[config.mk]
export PLATFORM = sky130hd
export DESIGN_NAME = cbus_arbiter_n_flat
export DESIGN_NICKNAME = d
export VERILOG_FILES = /design/src/rtl/cbus_arbiter_n_if.sv /design/src/rtl/cbus_arbiter_n.sv /design/src/flat_wrapper.sv
export SDC_FILE = /design/constraint.sdc
export NUM_CORES = 1
export LEC_CHECK = 0
export BUFFER_PORTS_ARGS = -buffer_cell sky130_fd_sc_hd__buf_2
export CORE_AREA = 2 2 124 126
export CTS_CLUSTER_DIAMETER = 60
export DETAILED_ROUTE_END_ITERATION = 10
export DIE_AREA = 0 0 126 128
export PLACE_DENSITY = 0.48
export SKIP_LAST_GASP = 1
export SLEW_MARGIN = 20
export SYNTH_ARGS = -nofsm -noshare
export SYNTH_HDL_FRONTEND = slang
export SYNTH_SLANG_ARGS = --single-unit
export TNS_END_PERCENT = 100
[constraint.sdc]
create_clock -name clk -period 1.6 [get_ports clk]
set_input_delay 0.24 -clock clk [delete_from_list [all_inputs] [get_ports clk]]
set_output_delay 0.24 -clock clk [all_outputs]
set_load 0.01 [all_outputs]
[src/rtl/cbus_arbiter_n_if.sv]
`default_nettype none
// +------------------------------------------------------------------+
// | cbus_arbiter_n_if : CBus request/response types and arbiter bus   |
// | Rev 1.0                                                            |
// +------------------------------------------------------------------+
package cbus_arbiter_n_pkg;

  typedef struct packed {
    logic        valid;
    logic        is_write;
    logic [31:0] addr;
    logic [31:0] data;
    logic [3:0]  len;
    logic [1:0]  burst;
  } cbus_req_t;

  typedef struct packed {
    logic        ready;
    logic        last;
    logic [31:0] data;
  } cbus_resp_t;

endpackage

interface cbus_arbiter_n_if #(
  parameter int NUM_INPUTS = 2
);
  import cbus_arbiter_n_pkg::*;

  localparam int IDX_W = (NUM_INPUTS > 1) ? $clog2(NUM_INPUTS) : 1;

  cbus_req_t              ireqs  [NUM_INPUTS];
  cbus_resp_t             iresps [NUM_INPUTS];
  cbus_req_t              oreq;
  cbus_resp_t             oresp;
  logic [IDX_W-1:0]       owner;
  logic                   busy;

  // master: the arbiter itself; slave: the surrounding masters and memory model
  modport master (
    input  ireqs, oresp,
    output iresps, oreq, owner, busy
  );

  modport slave (
    output ireqs, oresp,
    input  iresps, oreq, owner, busy
  );

endinterface
`default_nettype wire

[src/rtl/cbus_arbiter_n.sv]
`default_nettype none
// +------------------------------------------------------------------+
// | cbus_arbiter_n : N-input CBus arbiter, grant held per transaction |
// | Round-robin selection when CBUS_ARB_RR_EN is defined. Rev 1.0     |
// +------------------------------------------------------------------+
module cbus_arbiter_n #(
  parameter int NUM_INPUTS = 2
) (
  input  logic             clk,
  input  logic             reset,
  cbus_arbiter_n_if.master bus
);
  import cbus_arbiter_n_pkg::*;

  localparam int IDX_W = (NUM_INPUTS > 1) ? $clog2(NUM_INPUTS) : 1;

  typedef enum logic [0:0] {
    S_IDLE = 1'b0,
    S_BUSY = 1'b1
  } state_t;

  state_t              state;
  state_t              state_nx;
  logic [IDX_W-1:0]    owner_q;
  logic [IDX_W-1:0]    winner;
  logic [NUM_INPUTS-1:0] vld;
  logic                grant;
  cbus_req_t           oreq_c;
  cbus_resp_t          iresps_c [NUM_INPUTS];

  always_comb begin
    for (int i = 0; i < NUM_INPUTS; i++) begin
      vld[i] = bus.ireqs[i].valid;
    end
  end

  assign grant = (state == S_IDLE) && (|vld);

`ifdef CBUS_ARB_RR_EN
  logic [IDX_W-1:0] last_q;
  logic [IDX_W-1:0] pick_hi;
  logic [IDX_W-1:0] pick_any;
  logic             hi_found;

  // Lowest valid index above last wins, else wrap to the lowest valid index.
  always_comb begin
    pick_hi  = '0;
    pick_any = '0;
    hi_found = 1'b0;
    for (int i = NUM_INPUTS - 1; i >= 0; i--) begin
      if (vld[i]) begin
        pick_any = IDX_W'(i);
      end
      if (vld[i] && (i > int'(last_q))) begin
        hi_found = 1'b1;
        pick_hi  = IDX_W'(i);
      end
    end
    winner = hi_found ? pick_hi : pick_any;
  end

  always_ff @(posedge clk) begin
    if (!reset) begin
      last_q <= IDX_W'(NUM_INPUTS - 1);
    end else if (grant) begin
      last_q <= winner;
    end
  end
`else
  always_comb begin
    winner = '0;
    for (int i = NUM_INPUTS - 1; i >= 0; i--) begin
      if (vld[i]) begin
        winner = IDX_W'(i);
      end
    end
  end
`endif

  always_ff @(posedge clk) begin
    if (!reset) begin
      state   <= S_IDLE;
      owner_q <= '0;
    end else begin
      state <= state_nx;
      if (grant) begin
        owner_q <= winner;
      end
    end
  end

  // BUSY is a pure pass-through; the owner keeps the grant until ready && last.
  always_comb begin
    state_nx = state;
    oreq_c   = '0;
    for (int i = 0; i < NUM_INPUTS; i++) begin
      iresps_c[i] = '0;
    end
    case (state)
      S_IDLE: begin
        if (|vld) begin
          state_nx = S_BUSY;
        end
      end
      S_BUSY: begin
        oreq_c            = bus.ireqs[owner_q];
        iresps_c[owner_q] = bus.oresp;
        if (bus.oresp.ready && bus.oresp.last) begin
          state_nx = S_IDLE;
        end
      end
      default: state_nx = S_IDLE;
    endcase
  end

  assign bus.oreq   = oreq_c;
  assign bus.iresps = iresps_c;
  assign bus.owner  = owner_q;
  assign bus.busy   = (state == S_BUSY);

endmodule
`default_nettype wire

[src/flat_wrapper.sv]
// flat-port wrapper written by rule: the top's interface ports become plain ports
module cbus_arbiter_n_flat import cbus_arbiter_n_pkg::*;
#(
  parameter int NUM_INPUTS = 2
)
  (clk, reset, bus_ireqs, bus_oresp, bus_iresps, bus_oreq, bus_owner, bus_busy);
  cbus_arbiter_n_if #(.NUM_INPUTS(NUM_INPUTS)) bus_i ();
  input  logic clk;
  input  logic reset;
  input wire logic [$bits(bus_i.ireqs)-1:0] bus_ireqs;
  input wire logic [$bits(bus_i.oresp)-1:0] bus_oresp;
  output wire logic [$bits(bus_i.iresps)-1:0] bus_iresps;
  output wire logic [$bits(bus_i.oreq)-1:0] bus_oreq;
  output wire logic [$bits(bus_i.owner)-1:0] bus_owner;
  output wire logic [$bits(bus_i.busy)-1:0] bus_busy;
  assign bus_i.ireqs = {>>{bus_ireqs}};
  assign bus_i.oresp = bus_oresp;
  assign bus_iresps = {>>{bus_i.iresps}};
  assign bus_oreq = bus_i.oreq;
  assign bus_owner = bus_i.owner;
  assign bus_busy = bus_i.busy;
  cbus_arbiter_n #(.NUM_INPUTS(NUM_INPUTS)) u_core (.clk(clk), .reset(reset), .bus(bus_i));
endmodule
==> run_results.csv <==
group,metric,value,unit
route,drc_errors,0,
yosys,syn_inst,248,
cells_and_area,seq_area,45.04,um2
die,die_area,0.01613,mm2
global_route,grt_pass1_wl,11.79,mm
worst_setup_path,regToRegSetupSlack,0.58,ns
worst_setup_path,crit_path_end,"bus_oreq[10]",
cells_and_area,multiInputGateArea,0.001644,mm2
global_route,grt_pass1_vias,2418,
power_and_ir_drop,powerDensity,389.3,mW/mm2
clock_network,cts_tree,"yes",
route,drt_iter0_markers,67,
route,via_per_inst,3.757,
die,start_util,13.30,%
worst_setup_path,start_kind,"flop",
worst_setup_path,reg2regPathDepth,3,
sta,hold_viol,0,
global_route,antenna_found_initial,0,
clock_network,cts.sinks,2,
route,ant_nets,0,
clock_network,clockBufferDepth,2,
cells_and_area,antenna_cells,0,
cells_and_area,nNetsFinal,742,
cells_and_area,layout_commonest_cell,"buf_2",
route,dr.pass1.iters,4,
worst_setup_path,critical_path_class,"flop to output port",
worst_setup_path,critPathCaptureType,"output port",
yosys,synth.yosys.seq_area_share,2.025,%
worst_setup_path,worstReg2RegStart,"u_core.bus.busy$_SDFF_PN0_",
sta,tightest_slew,0.1803,ns
power_and_ir_drop,p_int,0.0009548,W
run,maxCapViolations,0,
cells_and_area,mostFrequentLayoutCells,"320 x buf_2, 73 x nor2b_1, 72 x mux2i_1",
worst_setup_path,critPathArrivalTime,1.35,ns
cells_and_area,fin_cells,749,
sta,maxSlewViolCount,0,
die,design.core.area,0.01486,mm2
power_and_ir_drop,power_frac_clock,25.5,%
power_and_ir_drop,power.leakage,2.295,nW
placed_design,dpl.hpwl,7.018,mm
placed_design,gp_congestion,0.7866,
worst_setup_path,reg2reg_to,"u_core.bus.owner$_SDFFE_PN0P_",
worst_setup_path,worstPathRequired,1.36,ns
cells_and_area,post-route-cell-area,0.003875,mm2
placed_design,portBuffers,321,
global_route,grt_usage,8.603,%
die,dieWidth,126,um
power_and_ir_drop,p_switching,0.0005536,W
global_route,grt_max_degree,57,
yosys,yosysWarnings,0,
clock_network,clk_latency,0.22,ns
sta,finalSetupViolCount,0,
worst_hold_path,hold_path.class,"input port to flop",
clock_network,cts-hold-fix-buffers,0,
power_and_ir_drop,swShare,36.70,%
die,rows,45,
die,num_io_pins,322,
power_and_ir_drop,combPwrFrac,70.3,%
route,vias,2814,
yosys,syn-num-nets,428,
worst_setup_path,worstSetupStartpoint,"u_core.bus.owner$_SDFFE_PN0P_",
power_and_ir_drop,ir_drop,696.1,uV
yosys,yosys_register_bits,2,
yosys,synth.distinct_cells,19,
cells_and_area,area_delta_synth_final,96.01,%
sta,slew_headroom,87.63,%
die,die_height,128,um
clock_network,clk_pin_slew,0.03,ns
clock_network,cts-htree-levels,1,
placed_design,dp_cells,740,
sta,finalCriticalPeriod,1.587,ns
clock_network,clock-root-buffer,"clkbuf_16",
sta,fmax,0.6301,GHz
cells_and_area,drive_above_1_share,61.14,%
clock_network,cts_buffers,3,
global_route,grt_overflow_total,0,
yosys,syn_avg_cell_area,7.971,um2
power_and_ir_drop,pwr-share-seq,4.2,%
route,totalWireLength,8.720,mm
route,wire_per_inst,11.64,um
sta,rsz0062_at_grt,"yes",
sta,period_share,99.19,%
yosys,syn_area,0.001977,mm2
placed_design,dpl_cell_area,0.003685,mm2
status,status,"complete, no violations",
cells_and_area,fin_util,26.07,%
worst_setup_path,critPathMaxFanout,11,
sta,finClkSkew,0.002465,ns
cells_and_area,n_fill_cell,1632,
## cell families (layout without fill, tap and decap cells)
group | after synthesis | count (layout) | synth area share [%]
buffers and inverters | 28 | 341 | 14.81
flip-flops | 2 | 2 | 2.025
multiplexers | 72 | 72 | 36.46
AO/OA/AOI/OAI | 2 | 2 | 1.076
AND/OR/NAND/NOR | 144 | 144 | 45.63
## synth_stat cells
| master | instances | area [um2] |
|---|---|---|
| clkbuf_2 | 3 | 15.01 |
| inv_1 | 1 | 3.750 |
| mux2i_1 | 72 | 720.7 |
| and2_1 | 33 | 206.5 |
| o311a_1 | 1 | 10.01 |
| nor2b_4 | 1 | 13.76 |
| nand2_1 | 1 | 3.750 |
| buf_2 | 1 | 5.000 |
| and3_1 | 34 | 212.7 |
| nand3_1 | 1 | 5.000 |
| buf_4 | 1 | 7.510 |
| dfxtp_1 | 2 | 40.04 |
| buf_8 | 1 | 15.01 |
| o221a_2 | 1 | 11.26 |
| nor2_1 | 1 | 3.750 |
| buf_12 | 8 | 160.2 |
| buf_6 | 5 | 56.30 |
| nor2b_1 | 73 | 456.7 |
| clkbuf_1 | 8 | 30.03 |
## sequential cells by signal, summed over array words and instances, names as in the netlist
| name | count |
|---|---|
| u_core.bus.busy | 1 |
| u_core.bus.owner | 1 |
## through the flow
| step | setup TNS (ns) | power (W) | setup WS (ns) | hold WS (ns) |
|---|---|---|---|---|
| 2_1_floorplan | 0 | 0.0006472 | 0.3493 | 0.3850 |
| 3_3_place_gp | 0 | 0.001094 | 0.2102 | 0.5091 |
| 3_5_place_dp | 0 | 0.001088 | 0.2122 | 0.5076 |
| 4_1_cts | -0.1494 | 0.001486 | -0.01320 | 0.2750 |
| 5_1_grt | -1.003 | 0.001616 | -0.04824 | 0.2724 |
| 6_report | 0 | 0.001508 | 0.01299 | 0.2750 |
## power by group through the flow
stage	Clock, W	Combinational, W	Sequential (W)
after floorplan	0	0.000587	0.0000603
after global placement	0	0.00103	0.0000614
after detailed placement	0	0.00103	0.0000611
after CTS	0.000392	0.00103	0.0000610
after global routing	0.000399	0.00115	0.0000640
final	0.000385	0.00106	0.0000633
## critical path: stages, from the launching register on
cell and delay [ns]:
dfxtp_4 0.40, buf_12 0.16, clkbuf_16 0.18, mux2i_1 0.19, nor2b_1 0.06, buf_2 0.13
## what timing repair did
item / 4_1_cts / 5_1_grt
gates resized for setup: 1 / 3
endpoints found under the setup margin: 23 / 58
setup buffers: 0 / 2
pin swaps: 0 / 0
gates cloned: 0 / 3
## cell type report
| class | instances | area share (%) |
|---|---|---|
| multi-input combinational | 218 | 42.43 |
| inverter | 1 | 0.09687 |
| timing repair buffer | 336 | 48.21 |
| tap | 188 | 6.070 |
| clock buffer | 4 | 2.034 |
| sequential | 2 | 1.162 |
## worst min path at each step
| stage | start | to | cells past startpoint |
|---|---|---|---|
| 2_1_floorplan | bus_ireqs[71] | u_core.bus.busy$_SDFF_PN0_ | 1 |
| 5_1_grt | reset | u_core.bus.owner$_SDFFE_PN0P_ | 2 |
| 3_3_place_gp | reset | u_core.bus.busy$_SDFF_PN0_ | 2 |
| 3_5_place_dp | reset | u_core.bus.busy$_SDFF_PN0_ | 2 |
| 6_report | reset | u_core.bus.owner$_SDFFE_PN0P_ | 2 |
| 4_1_cts | reset | u_core.bus.owner$_SDFFE_PN0P_ | 2 |
## per-layer routing
layer | track usage, % | wire length (um) | vias up
met5 | 0 | 0 | -
met4 | 0.9696 | 28 | 0
met3 | 1.753 | 732 | 2
met2 | 16.45 | 4654 | 141
met1 | 10.16 | 3305 | 1211
li1 | - | - | 1460
(Power assumes the default switching activity.)
